===== config.mk =====
export PLATFORM = sky130hd
export DESIGN_NAME = alu_exec
export DESIGN_NICKNAME = d
export VERILOG_FILES = /design/src/rtl/alu_exec.sv
export SDC_FILE = /design/constraint.sdc
export NUM_CORES = 1
export LEC_CHECK = 0
export CELL_PAD_IN_SITES_DETAIL_PLACEMENT = 0
export CELL_PAD_IN_SITES_GLOBAL_PLACEMENT = 2
export CORE_ASPECT_RATIO = 1.25
export CORE_MARGIN = 10
export CORE_UTILIZATION = 30
export CTS_CLUSTER_DIAMETER = 120
export CTS_CLUSTER_SIZE = 8
export DETAILED_ROUTE_END_ITERATION = 8
export PLACE_DENSITY = 0.9
export SYNTH_ARGS = -nofsm -noshare
export SYNTH_HDL_FRONTEND = slang
export SYNTH_SLANG_ARGS = --single-unit

===== constraint.sdc =====
create_clock -name clk -period 1.7 [get_ports clk]
set_input_delay 0.255 -clock clk [delete_from_list [all_inputs] [get_ports clk]]
set_output_delay 0.255 -clock clk [all_outputs]
set_load 0.1 [all_outputs]

===== src/rtl/alu_exec.sv =====
// -----------------------------------------------------------------------------
// alu_exec : execution-stage ALU with a registered two-entry output buffer.
//
// The operation is evaluated combinationally from the inputs and captured on
// accept. The main entry (M) drives the outputs. A skid entry (S) holds a
// second result when the consumer stalls, so the upstream stage never loses
// an operation. Results leave strictly in arrival order.
//
// Ports
//   clk        in   rising-edge clock
//   rst_n      in   asynchronous active-low reset
//   in_valid   in   operation presented
//   in_ready   out  operation can be accepted this cycle (registered, = ~sv)
//   alucontrol in   010 add, 110 sub, 000 and, 001 or, 111 slt, else illegal
//   srca/srcb  in   operands, WIDTH bits
//   out_valid  out  main entry holds a valid result
//   out_ready  in   consumer takes the result this cycle
//   result     out  operation result
//   zero       out  result == 0
//   overflow   out  signed overflow (add/sub only)
//   illegal    out  alucontrol was an undefined code
// -----------------------------------------------------------------------------
module alu_exec #(
  parameter int WIDTH = 32
) (
  input  logic             clk,
  input  logic             rst_n,
  input  logic             in_valid,
  output logic             in_ready,
  input  logic [2:0]       alucontrol,
  input  logic [WIDTH-1:0] srca,
  input  logic [WIDTH-1:0] srcb,
  output logic             out_valid,
  input  logic             out_ready,
  output logic [WIDTH-1:0] result,
  output logic             zero,
  output logic             overflow,
  output logic             illegal
);

  // Entry layout: {illegal, overflow, zero, result}
  localparam int EW = WIDTH + 3;

  // Evaluate one ALU operation into a packed entry.
  function automatic logic [EW-1:0] alu_eval(
    input logic [2:0]       op,
    input logic [WIDTH-1:0] a,
    input logic [WIDTH-1:0] b
  );
    logic [WIDTH-1:0] r;
    logic             ovf;
    logic             ill;
    r   = '0;
    ovf = 1'b0;
    ill = 1'b0;
    case (op)
      3'b010: begin
        r   = a + b;
        // Like-signed operands producing a differently-signed sum.
        ovf = (a[WIDTH-1] == b[WIDTH-1]) && (r[WIDTH-1] != a[WIDTH-1]);
      end
      3'b110: begin
        r   = a - b;
        // Unlike-signed operands with the difference sign leaving srca's.
        ovf = (a[WIDTH-1] != b[WIDTH-1]) && (r[WIDTH-1] != a[WIDTH-1]);
      end
      3'b000: r = a & b;
      3'b001: r = a | b;
      3'b111: r[0] = ($signed(a) < $signed(b));
      default: ill = 1'b1;
    endcase
    return {ill, ovf, (r == '0), r};
  endfunction

  logic [EW-1:0] new_s;
  logic [EW-1:0] m_q, m_d;
  logic [EW-1:0] s_q, s_d;
  logic          mv_q, mv_d;
  logic          sv_q, sv_d;
  logic          accept_s;
  logic          retire_s;

  // Combinational ALU result for the operation currently presented.
  always_comb begin
    new_s = alu_eval(alucontrol, srca, srcb);
  end

  // Handshake qualifiers; in_ready is ~sv_q so no out_ready path reaches it.
  always_comb begin
    accept_s = in_valid & ~sv_q;
    retire_s = mv_q & out_ready;
  end

  // Buffer next-state: fill M or S on accept, shift S into M on retire.
  always_comb begin
    m_d  = m_q;
    s_d  = s_q;
    mv_d = mv_q;
    sv_d = sv_q;
    if (sv_q) begin
      // Full: accept is blocked; only a retire can make progress.
      if (retire_s) begin
        m_d  = s_q;
        sv_d = 1'b0;
      end else begin
        sv_d = 1'b1;
      end
    end else if (accept_s) begin
      if (!mv_q || retire_s) begin
        m_d  = new_s;
        mv_d = 1'b1;
      end else begin
        s_d  = new_s;
        sv_d = 1'b1;
      end
    end else if (retire_s) begin
      mv_d = 1'b0;
    end else begin
      mv_d = mv_q;
    end
  end

  // Buffer state registers.
  always_ff @(posedge clk or negedge rst_n) begin
    if (!rst_n) begin
      m_q  <= '0;
      s_q  <= '0;
      mv_q <= 1'b0;
      sv_q <= 1'b0;
    end else begin
      m_q  <= m_d;
      s_q  <= s_d;
      mv_q <= mv_d;
      sv_q <= sv_d;
    end
  end

  // Outputs come straight from registers.
  always_comb begin
    in_ready  = ~sv_q;
    out_valid = mv_q;
    result    = m_q[WIDTH-1:0];
    zero      = m_q[WIDTH];
    overflow  = m_q[WIDTH+1];
    illegal   = m_q[WIDTH+2];
  end

endmodule


==> summary.txt, run 1 <==
Outcome
  – Status: finished with violations
  – Failing checks: negative setup slack

CTS
  – CTS tree: done
  – CTS Root Cell: clkbuf_16
  – Worst-path clk slew: 50 ps
  – Max Root-Sink Buffers: 2
  – Clk sink count: 72
  – Max H-tree Level: 3
  – Clock insertion delay at the later pin of the skew report: 330 ps
  – Num CTS Buffers: 9

Route
  – Routed WL per cell: 19.4 µm
  – Post-DRT Antenna Nets: 0
  – Routed wire length: 39900 µm
  – Via/cell ratio: 5.52
  – Via count: 11300
  – DRT iter0 DRCs: 920
  – First-pass iteration count of the detailed router: 5
  – Post-route DRC: 0

STA
  – Slew Limit Headroom: 65.7%
  – Highest clock rate: 0.321 GHz
  – Tcrit/Tclk final: 183%
  – Hold Violations, Final: 0
  – Final setup violation count: 65
  – Worst slew pin tran: 510 ps
  – Clock period minus worst slack: 3110 ps
  – RSZ-0062 raised after global routing: yes
  – Slew Limit Fails: 0
  – WHS: 399 ps
  – Final Skew: 6.09 ps
  – Setup ws final: -1410 ps

Placed design
  – GP Congestion: 1.03
  – Cell count after placement: 1935
  – I/O Buffers: 107
  – Detailed Place HPWL: 28900 µm

Setup path
  – Critical path type: input port to register
  – Worst Path Arrival: 3380 ps
  – Startpoint types: input port
  – Reg-to-reg startpoint: out_valid$_DFFE_PN0P_
  – CP Launch Point: srcb[12]
  – CP max FO: 5
  – Crit. End Element: register
  – Required time of the worst setup path: 1960 ps

Global route
  – GRT overflow: 0
  – Gr usage total: 20.4%
  – Global-route wire length before repair: 60100 µm
  – Pin count of the biggest net entering global routing: 45
  – Initial antenna violation count: 4
  – Vias in the first global route: 11500

Floorplanning
  – Initial core utilization: 30.4%
  – Die W: 172 µm
  – Core area: 28500 µm²
  – Die H: 210 µm
  – Top-Level Pins: 108
  – Die ar.: 36100 µm²
  – FP Rows: 69

Synthesis
  – Top_reg_cell synth: dfrtp_1
  – Mapped Area: 8670 µm²
  – Synth warn: 0
  – Sequential area share after synthesis: 20.8%
  – Synthesized area per cell: 7.40 µm²
  – Ys async rst share: 100%
  – Number of synthesized flops with an enable pin: 0
  – Synth unique cells: 87
  – Cell count after synthesis: 1172
  – Synthesis-stage register bit count: 72
  – Synthesized net count: 1342

Finish
  – Post-layout util: 59.9%
  – Final #Nets: 1860
  – Finished Layout Cells: 2051
  – Share of cells above drive strength 1: 58.8%
  – Synth-to-Final Area Change: 96.9%

Job
  – Maximum Capacitance Violations: 0

Pwr
  – Leak: 7.40 nW
  – Worst vdd ir: 0.00113 V
  – Power Dens Cells: 998 nW/µm²

Worst hold path
  – Min-delay worst type: input port to asynchronous set/reset pin
[final timing paths]
path / to / cells past startpoint / slack, ps
max: m_q[32]$_DFFE_PN0P_ / 17 / -1410
min reg2reg: s_q[3]$_DFFE_PN0P_ / 1 / 500
max in group asynchronous: out_valid$_DFFE_PN0P_ / 3 / 710
max reg2reg: m_q[10]$_DFFE_PN0P_ / 4 / 50
min in group clk: s_q[3]$_DFFE_PN0P_ / 1 / 500
min: m_q[5]$_DFFE_PN0P_ / 2 / 400
[synthesized netlist by cell type (all sizes together), types with 4 or more instances]
cell	instances	area share, %
buf	34	2.0
ha	97	14
nand3	18	1.0
a211oi	24	2.3
o21ai	85	5.0
mux2i	19	2.2
o31ai	20	1.9
nand2	98	4.2
nand2b	14	1.0
clkbuf	36	1.6
o21ba	6	0.69
and2	8	0.58
a21oi	141	8.4
o221ai	6	0.61
inv	106	4.6
a211o	5	0.51
o311ai	8	0.89
a311oi	4	0.40
a2111oi	5	0.59
nand4	20	1.4
o2111ai	5	0.51
nor4	16	1.2
nor2b	6	0.43
a31oi	11	0.79
dfrtp	72	21
o21a	4	0.35
or2	5	0.36
nor2	121	5.3
o21bai	8	0.69
o22ai	9	0.65
nor3	32	2.0
nor3b	7	0.61
mux2	12	1.6
a221oi	6	0.68
and4	4	0.40
xnor2	13	1.3
or3	5	0.36
a21o	18	1.6
a221o	4	0.46
o211ai	18	1.6
[stage by stage]
step	setup slack [ps]	cell area [µm²]	TNS [ps]	power, mW
after global placement	-1970	13600	-95580	12.6
after global routing	-1540	17100	-50510	17.8
after floorplan	-1050	9170	-31740	8.67
after detailed placement	-2090	13600	-99580	12.8
after CTS	-1220	16300	-41420	16.3
final	-1410	17100	-45350	17.0
[logic make-up after synthesis]
family	after synthesis	synth area share [%]
fa+ha+maj	99	14.5
flops	72	20.8
buf+inv	176	8.15
mux	31	3.75
xor+xnor	15	1.52
simple gates	366	20.1
compound gates	413	31.2
[sequential cells by signal, summed over array words and instances, names as in the netlist]
signal	flops
s_q	35
out_valid	1
m_q	35
sv_q	1
[power breakdown]
group	total, mW	internal, mW	switching [mW]
Combinational	11.7	5.00	6.75
Sequential	3.16	2.50	0.661
Clock	2.12	1.44	0.686
[metal layers]
| metal | up-vias | global-route usage [%] | wire [µm] |
|---|---|---|---|
| li1 | 5278 | - | - |
| met1 | 5432 | 23.6 | 15900 |
| met2 | 468 | 35.5 | 19400 |
| met3 | 141 | 3.48 | 2420 |
| met4 | 4 | 10.0 | 2070 |
| met5 | - | 0 | 25 |
[final cells by class]
type	count	area (µm²)
Antenna cell	2	5.00
Clock buffer	13	280
Clock inverter	2	60.1
Fill cell	2319	11400
Inverter	106	465
Multi-Input combinational cell	924	8620
Sequential cell	72	1810
Tap cell	355	444
Timing Repair Buffer	577	5390
[worst max-delay path: stages]
cell      delay [ps]
buf_2            110
inv_2             70
ha_4             220
buf_4            140
buf_6            120
buf_6            130
buf_4            140
nor4_1           360
buf_4            210
o21ai_2           70
a21oi_2          150
o21ai_1          110
a222oi_1         390
and4_1           250
nand4b_1         180
nor3_2           260
a221o_1          200
[cell usage in the layout (no fill, tap or decap), drive strengths merged, types with 16 or more instances in the layout]
cell	n
buf	536
a21oi	141
nor2	121
inv	106
nand2	98
ha	97
o21ai	85
dfrtp	72
nor3	32
a211oi	24
nand4	20
o31ai	20
mux2i	19
o211ai	18
a21o	18
nand3	18
dlygate4sd2	17
nor4	16
[repair_timing]
action | in CTS | in global routing
endpoints found under the setup margin | 69 | 67
hold buffers | 1 | 0
hold endpoints to repair | 16 | 0
pin swaps | 193 | 123
setup buffers | 94 | 36
cloned | 1 | 0
resized for setup | 595 | 164
Power figures use the tool's default switching activity.
==> run 2: changes to the inputs <==
- SKIP_LAST_GASP: not set -> 1
==> run 2 against run 1 <==
The run still ends with negative setup slack left. Die area stayed put. Sequential cell count stayed put. Sequential power hardly changed. First-iteration DRC count is 10% lower. Combinational power hardly changed. Final cell count is 1.0% higher. Maximum frequency is 2.5% higher. Core utilization is 0.88 points higher. Global-route usage is 0.11 points lower. Critical path type unchanged.
==> summary.txt, run 2 (synthesis results as in run 1) <==
Setup path
  – Worst Path Arrival: 3300 ps
  – Reg-to-reg critical path endpoint: m_q[10]$_DFFE_PN0P_
  – Required time of the worst setup path: 1960 ps
  – Reg-to-reg startpoint: out_valid$_DFFE_PN0P_
  – Crit. End Element: register
  – FF-to-FF setup slack: 90 ps
  – Register-to-Register Path Depth: 4
  – CP max FO: 4
  – Critical path type: input port to register
  – Startpoint types: input port

Worst hold path
  – Min-delay worst type: input port to asynchronous set/reset pin

Placed design
  – Cell count after placement: 1935
  – GP Congestion: 1.03
  – I/O Buffers: 107
  – Detailed Place HPWL: 28900 µm

Floorplanning
  – Initial core utilization: 30.4%
  – Top-Level Pins: 108
  – Die W: 172 µm
  – FP Rows: 69
  – Die ar.: 36100 µm²
  – Die H: 210 µm
  – Core area: 28500 µm²

Route
  – Metal3 WL: 2510 µm
  – Post-route DRC: 0
  – Routed WL per cell: 19.4 µm
  – Via count: 11400
  – Routed wire length: 40100 µm
  – WL met1: 15800 µm
  – Post-DRT Antenna Nets: 0
  – First-pass iteration count of the detailed router: 6
  – DRT iter0 DRCs: 824
  – Via/cell ratio: 5.51
  – Met2 WL post-DR: 19800 µm
  – Top layer in use: met5

Finish
  – Share of cells above drive strength 1: 60.6%
  – Sequential cell area: 1810 µm²
  – Post-layout util: 60.8%
  – Multi-input logic area: 8760 µm²
  – Final #Nets: 1881
  – Synth-to-Final Area Change: 99.8%
  – Finished Layout Cells: 2072
  – Regs by FF count: m_q (35), s_q (35)
  – Most common library cell in the layout ignoring fill and taps: buf_4
  – Most frequent cells in the layout: 402 x buf_4, 91 x nand2_1, 87 x nor2_1, 79 x buf_6, 75 x a21oi_2
  – Filler cells: 2244

CTS
  – Clk sink count: 72
  – Max Root-Sink Buffers: 2
  – CTS Root Cell: clkbuf_16
  – Max H-tree Level: 3
  – Worst-path clk slew: 50 ps
  – Clock insertion delay at the later pin of the skew report: 330 ps
  – Num CTS Buffers: 9
  – CTS tree: done

Outcome
  – Failing checks: negative setup slack
  – Status: finished with violations

STA
  – Highest clock rate: 0.329 GHz
  – Worst slew pin tran: 534 ps
  – RSZ-0062 raised after global routing: yes
  – Final setup violation count: 64
  – Tcrit/Tclk final: 179%
  – Final Skew: 5.96 ps
  – Hold Violations, Final: 0
  – Setup ws final: -1340 ps
  – Slew Limit Fails: 0
  – Clock period minus worst slack: 3040 ps
  – Setup_tns: -43940 ps
  – Slew Limit Headroom: 64.1%

Global route
  – Global-route wire length before repair: 59800 µm
  – GRT overflow: 0
  – Pin count of the biggest net entering global routing: 45
  – Gr usage total: 20.3%
  – Vias in the first global route: 11500
  – Initial antenna violation count: 4

Job
  – Maximum Capacitance Violations: 0

Pwr
  – Seq pwr share: 18.4%
  – Clk pwr share: 12.3%
  – Switching Fraction: 47.5%
  – Leak: 7.54 nW
  – Power Dens Cells: 991 nW/µm²
  – Worst vdd ir: 0.00114 V
  – P_int: 9.02 mW
  – Sw power: 8.14 mW
  – Gate power share: 69.2%
[run 2: what timing repair did]
item / in CTS / in global routing
setup buffers: 94 / 62
gates cloned: 1 / 0
gates resized for setup: 567 / 230
endpoints found under the setup margin: 69 / 67
hold endpoints to repair: 16 / 0
pin swaps: 192 / 174
hold buffers: 1 / 0
[run 2: routing by layer]
layer	GRT usage, %	up-vias
li1	-	5317
met1	23.4	5480
met3	3.78	153
met2	35.1	473
met5	0	-
met4	10.1	4
[run 2: worst max path at each step]
stage	slack, ps	cells after the start	start	to
after global routing	-1400	14	srcb[2]	m_q[32]$_DFFE_PN0P_
after detailed placement	-2090	16	srca[0]	s_q[32]$_DFFE_PN0P_
after global placement	-1970	16	srca[0]	s_q[32]$_DFFE_PN0P_
final	-1340	15	srca[0]	m_q[32]$_DFFE_PN0P_
after CTS	-1220	15	srca[0]	m_q[32]$_DFFE_PN0P_
after floorplan	-1050	14	srca[0]	s_q[32]$_DFFE_PN0P_
[run 2: power by group through the flow]
stage	clock [mW]	combinational (mW)	sequential (mW)
global route	2.19	12.5	3.26
global placement	0	9.52	3.11
finish	2.12	11.9	3.17
CTS	2.14	10.9	3.15
floorplan	0	3.29	5.38
detailed placement	0	9.65	3.15
[run 2: cell type report]
cell class                      instances  share of cell area, %
Multi-Input combinational cell        924                   50.5
Timing Repair Buffer                  598                   31.8
Sequential cell                        72                   10.4
Inverter                              106                   2.63
Tap cell                              355                   2.56
Clock buffer                           13                   1.62
Clock inverter                          2                  0.347
Antenna cell                            2                 0.0289
[run 2: worst max-delay path, stage by stage]
cell and delay [ps]:
buf_12 100, inv_12 30, ha_4 160, fa_2 370, nor2_4 190, o311ai_4 140, a21o_1 290, and2_4 210
o21ai_4 180, xnor2_2 90, a221oi_2 370, and4_1 240, nand4b_1 190, nor3_2 270, a221o_1 210
[run 2: through the flow]
stage	hold WS, ps	total power, mW	instance area, µm²	setup WS, ps
2_1_floorplan	-40.6	8.67	9170	-1050
3_3_place_gp	206	12.6	13600	-1970
3_5_place_dp	214	12.8	13600	-2090
4_1_cts	420	16.2	16200	-1220
5_1_grt	434	17.9	17300	-1400
6_report	400	17.2	17300	-1340
==> run 3: changes to the inputs <==
- ABC_AREA: not set -> 1
- CORE_ASPECT_RATIO: 1.25 -> not set
- CORE_UTILIZATION: 30 -> 27
==> run 3 against run 2 <==
The run still ends with negative setup slack left. Synthesized cell count rose by 43%. Sequential power fell by 14%. Clock power fell by 16%. Critical path depth up 9. Global-route usage is 1.4 points lower. Critical path type unchanged. Largest cell class unchanged. Largest power group unchanged. Highest routed layer is now met4.
==> summary.txt, run 3 <==
Outcome
  – Status: finished with violations
  – Failing checks: negative setup slack

CTS
  – Max Root-Sink Buffers: 2
  – CTS Root Cell: clkbuf_16
  – Clk sink count: 72
  – Num CTS Buffers: 9
  – Max H-tree Level: 3
  – Clock insertion delay at the later pin of the skew report: 330 ps
  – CTS tree: done
  – Worst-path clk slew: 50 ps

Synthesis
  – Complex-gate fraction of the synthesized area: 13.0%
  – Top_reg_cell synth: dfrtp_1
  – Largest family of logic cells by synthesized area: simple AND/OR/NAND/NOR gates
  – Most numerous cell in the Yosys netlist: nand2_1
  – Sequential area share after synthesis: 19.2%
  – Synth area leader: nand2_1
  – Synth area leaders: nand2_1 22%, dfrtp_1 19%, inv_1 14%, ha_1 13%, nand3_1 6.9%
  – Synthesized net count: 1849
  – Synth unique cells: 36
  – Mux share of post-synthesis cell area: 0%
  – Cell count after synthesis: 1679
  – Synthesis-stage register bit count: 72
  – Synth top area share: 22.1%
  – Post-synthesis xor/xnor area fraction: 0.186%
  – Ys async rst share: 100%
  – Synthesized area per cell: 5.60 µm²
  – Post-synthesis adder-cell area fraction: 13.3%
  – Synth warn: 0
  – Number of synthesized flops with an enable pin: 0
  – Most instantiated cells after synthesis: 553 x nand2_1, 339 x inv_1, 159 x nor2_1
  – Mapped Area: 9400 µm²
  – Simple-gate share of the synthesized area: 38.2%

STA
  – Setup ws final: -569 ps
  – Final setup violation count: 59
  – Worst slew pin tran: 503 ps
  – Clock period minus worst slack: 2270 ps
  – RSZ-0062 raised after global routing: yes
  – Tcrit/Tclk final: 133%
  – Highest clock rate: 0.441 GHz
  – Slew Limit Fails: 0
  – Slew Limit Headroom: 66.4%
  – Hold Violations, Final: 0
  – Final Skew: 4.06 ps

Pwr
  – Worst vdd ir: 0.000987 V
  – Sw power: 7.19 mW
  – Clk pwr share: 12.2%
  – Power Dens Cells: 777 nW/µm²
  – Gate power share: 69.2%
  – Seq pwr share: 18.7%
  – Leak: 9.61 nW
  – Total power: 14.6 mW
  – Switching Fraction: 49.1%
  – P_int: 7.45 mW

Finish
  – Final #Nets: 2365
  – Regs by FF count: m_q (35), s_q (35)
  – Sequential cell area: 1810 µm²
  – Most frequent cells in the layout: 326 x buf_4, 320 x nand2_1, 207 x inv_1, 158 x nand2_2, 121 x buf_6
  – Multi-input logic area: 9510 µm²
  – Filler cells: 3156
  – Antenna cell count: 0
  – Share of cells above drive strength 1: 58.1%
  – Final instance area: 18900 µm²
  – Most common library cell in the layout ignoring fill and taps: buf_4
  – Synth-to-Final Area Change: 100%
  – Finished Layout Cells: 2655
  – Post-layout util: 54.7%

Placed design
  – Setup WS pre-CTS: -1590 ps
  – GP Congestion: 0.986
  – Detailed Place HPWL: 32400 µm
  – DP Area: 14500 µm²
  – I/O Buffers: 107
  – Cell count after placement: 2510

Route
  – DRT iter0 DRCs: 871
  – Routed wire length: 43000 µm
  – Via count: 12600
  – Routed WL per cell: 16.2 µm
  – Post-DRT Antenna Nets: 0
  – Post-route DRC: 0
  – Via/cell ratio: 4.74
  – First-pass iteration count of the detailed router: 5

Global route
  – Global-route wire length before repair: 64900 µm
  – Vias in the first global route: 12600
  – Initial antenna violation count: 0
  – GRT overflow: 0
  – Gr usage total: 18.9%
  – Pin count of the biggest net entering global routing: 73

Setup path
  – CP max FO: 7
  – Register-to-Register Path Depth: 9
  – Crit. End Element: register
  – Required time of the worst setup path: 1970 ps
  – Startpoint types: input port
  – Worst Path Arrival: 2540 ps
  – Critical path type: input port to register

Floorplanning
  – Die W: 207 µm
  – Initial core utilization: 27.3%
  – Top-Level Pins: 108
  – Die H: 207 µm
  – FP Rows: 68
  – Core area: 34500 µm²
  – Die ar.: 42700 µm²

Job
  – Maximum Capacitance Violations: 0

Worst hold path
  – Min-delay worst type: input port to asynchronous set/reset pin
[run 3: changes by cell type after synthesis, sizes merged, moves of 22 or more]
cell    before  now
a211oi      24    1
nor2       121  165
nand3       18  132
a21oi      141   92
nor3        32   10
inv        106  341
nand2       98  555
[run 3: through the flow]
stage / setup TNS (ps) / hold slack (ps)
final: -13830 / 480
after global routing: -19930 / 507
after floorplan: -2570 / -40.6
after CTS: -11700 / 483
after global placement: -68200 / 312
after detailed placement: -70650 / 315
[run 3: power groups by stage]
stage / Sequential, mW / Clock, mW / Combinational (mW)
floorplan: 4.76 / 0 / 2.62
global placement: 2.72 / 0 / 8.11
detailed placement: 2.75 / 0 / 8.19
CTS: 2.73 / 1.82 / 9.34
global route: 2.79 / 1.89 / 10.7
finish: 2.73 / 1.78 / 10.1
[run 3: path summary, 6_finish.rpt]
kind,endpoint,slack [ps],from
min in group clk,s_q[8]$_DFFE_PN0P_,480,s_q[8]$_DFFE_PN0P_
worst max-delay path,m_q[32]$_DFFE_PN0P_,-570,srca[5]
worst max register to register,m_q[17]$_DFFE_PN0P_,20,sv_q$_DFF_PN0_
worst min register to register,s_q[8]$_DFFE_PN0P_,480,s_q[8]$_DFFE_PN0P_
max in group asynchronous,out_valid$_DFFE_PN0P_,880,rst_n
worst min-delay path,m_q[7]$_DFFE_PN0P_,480,rst_n
[run 3: layer usage]
metal | global-route usage [%] | up-vias | wire length (µm)
li1 | - | 6218 | -
met1 | 24.6 | 6002 | 18900
met2 | 33.0 | 307 | 21400
met3 | 1.53 | 62 | 1830
met4 | 4.69 | 0 | 950
met5 | 0 | - | 0
[run 3: cell type report]
cell class,instances,area share (%)
Clock inverter,2,0.0664
Multi-Input combinational cell,1214,50.5
Sequential cell,72,9.58
Clock buffer,14,1.45
Inverter,342,7.29
Timing Repair Buffer,556,28.1
Tap cell,455,3.02
[run 3: cells by family (layout without fill, tap and decap cells)]
kind of cell | Yosys count | after routing
AOI/OAI and AO/OA | 229 | 229
xor gates and xnor gates | 2 | 2
adders and majority gates | 99 | 99
buffers and inverters | 393 | 914
DFF | 72 | 72
and+or+nand+nor | 884 | 884
[run 3: timing repair]
action | CTS | global route
hold endpoints to repair | 72 | 0
buffers inserted | 115 | 48
hold buffers | 1 | 0
gates resized for setup | 865 | 324
endpoints found under the setup margin | 68 | 68
pin swaps | 287 | 180
gates cloned | 0 | 2
[run 3: worst max-delay path: stages]
cell and delay (ps):
buf_8 80, inv_4 30, ha_4 290, buf_6 140, nor2_4 190, nand2_2 110, inv_2 80, nand2_4 60
nand2_4 100, nand2_4 60, nand2_4 110, buf_12 110, nand2_8 60, nand2_8 90, nand2_4 60, nand3_4 70
nand2_4 60, nor2_1 100, nand2_1 70, nor2_2 150, nand3_4 100, nand2_2 60, nand2_1 40, nand2_1 50
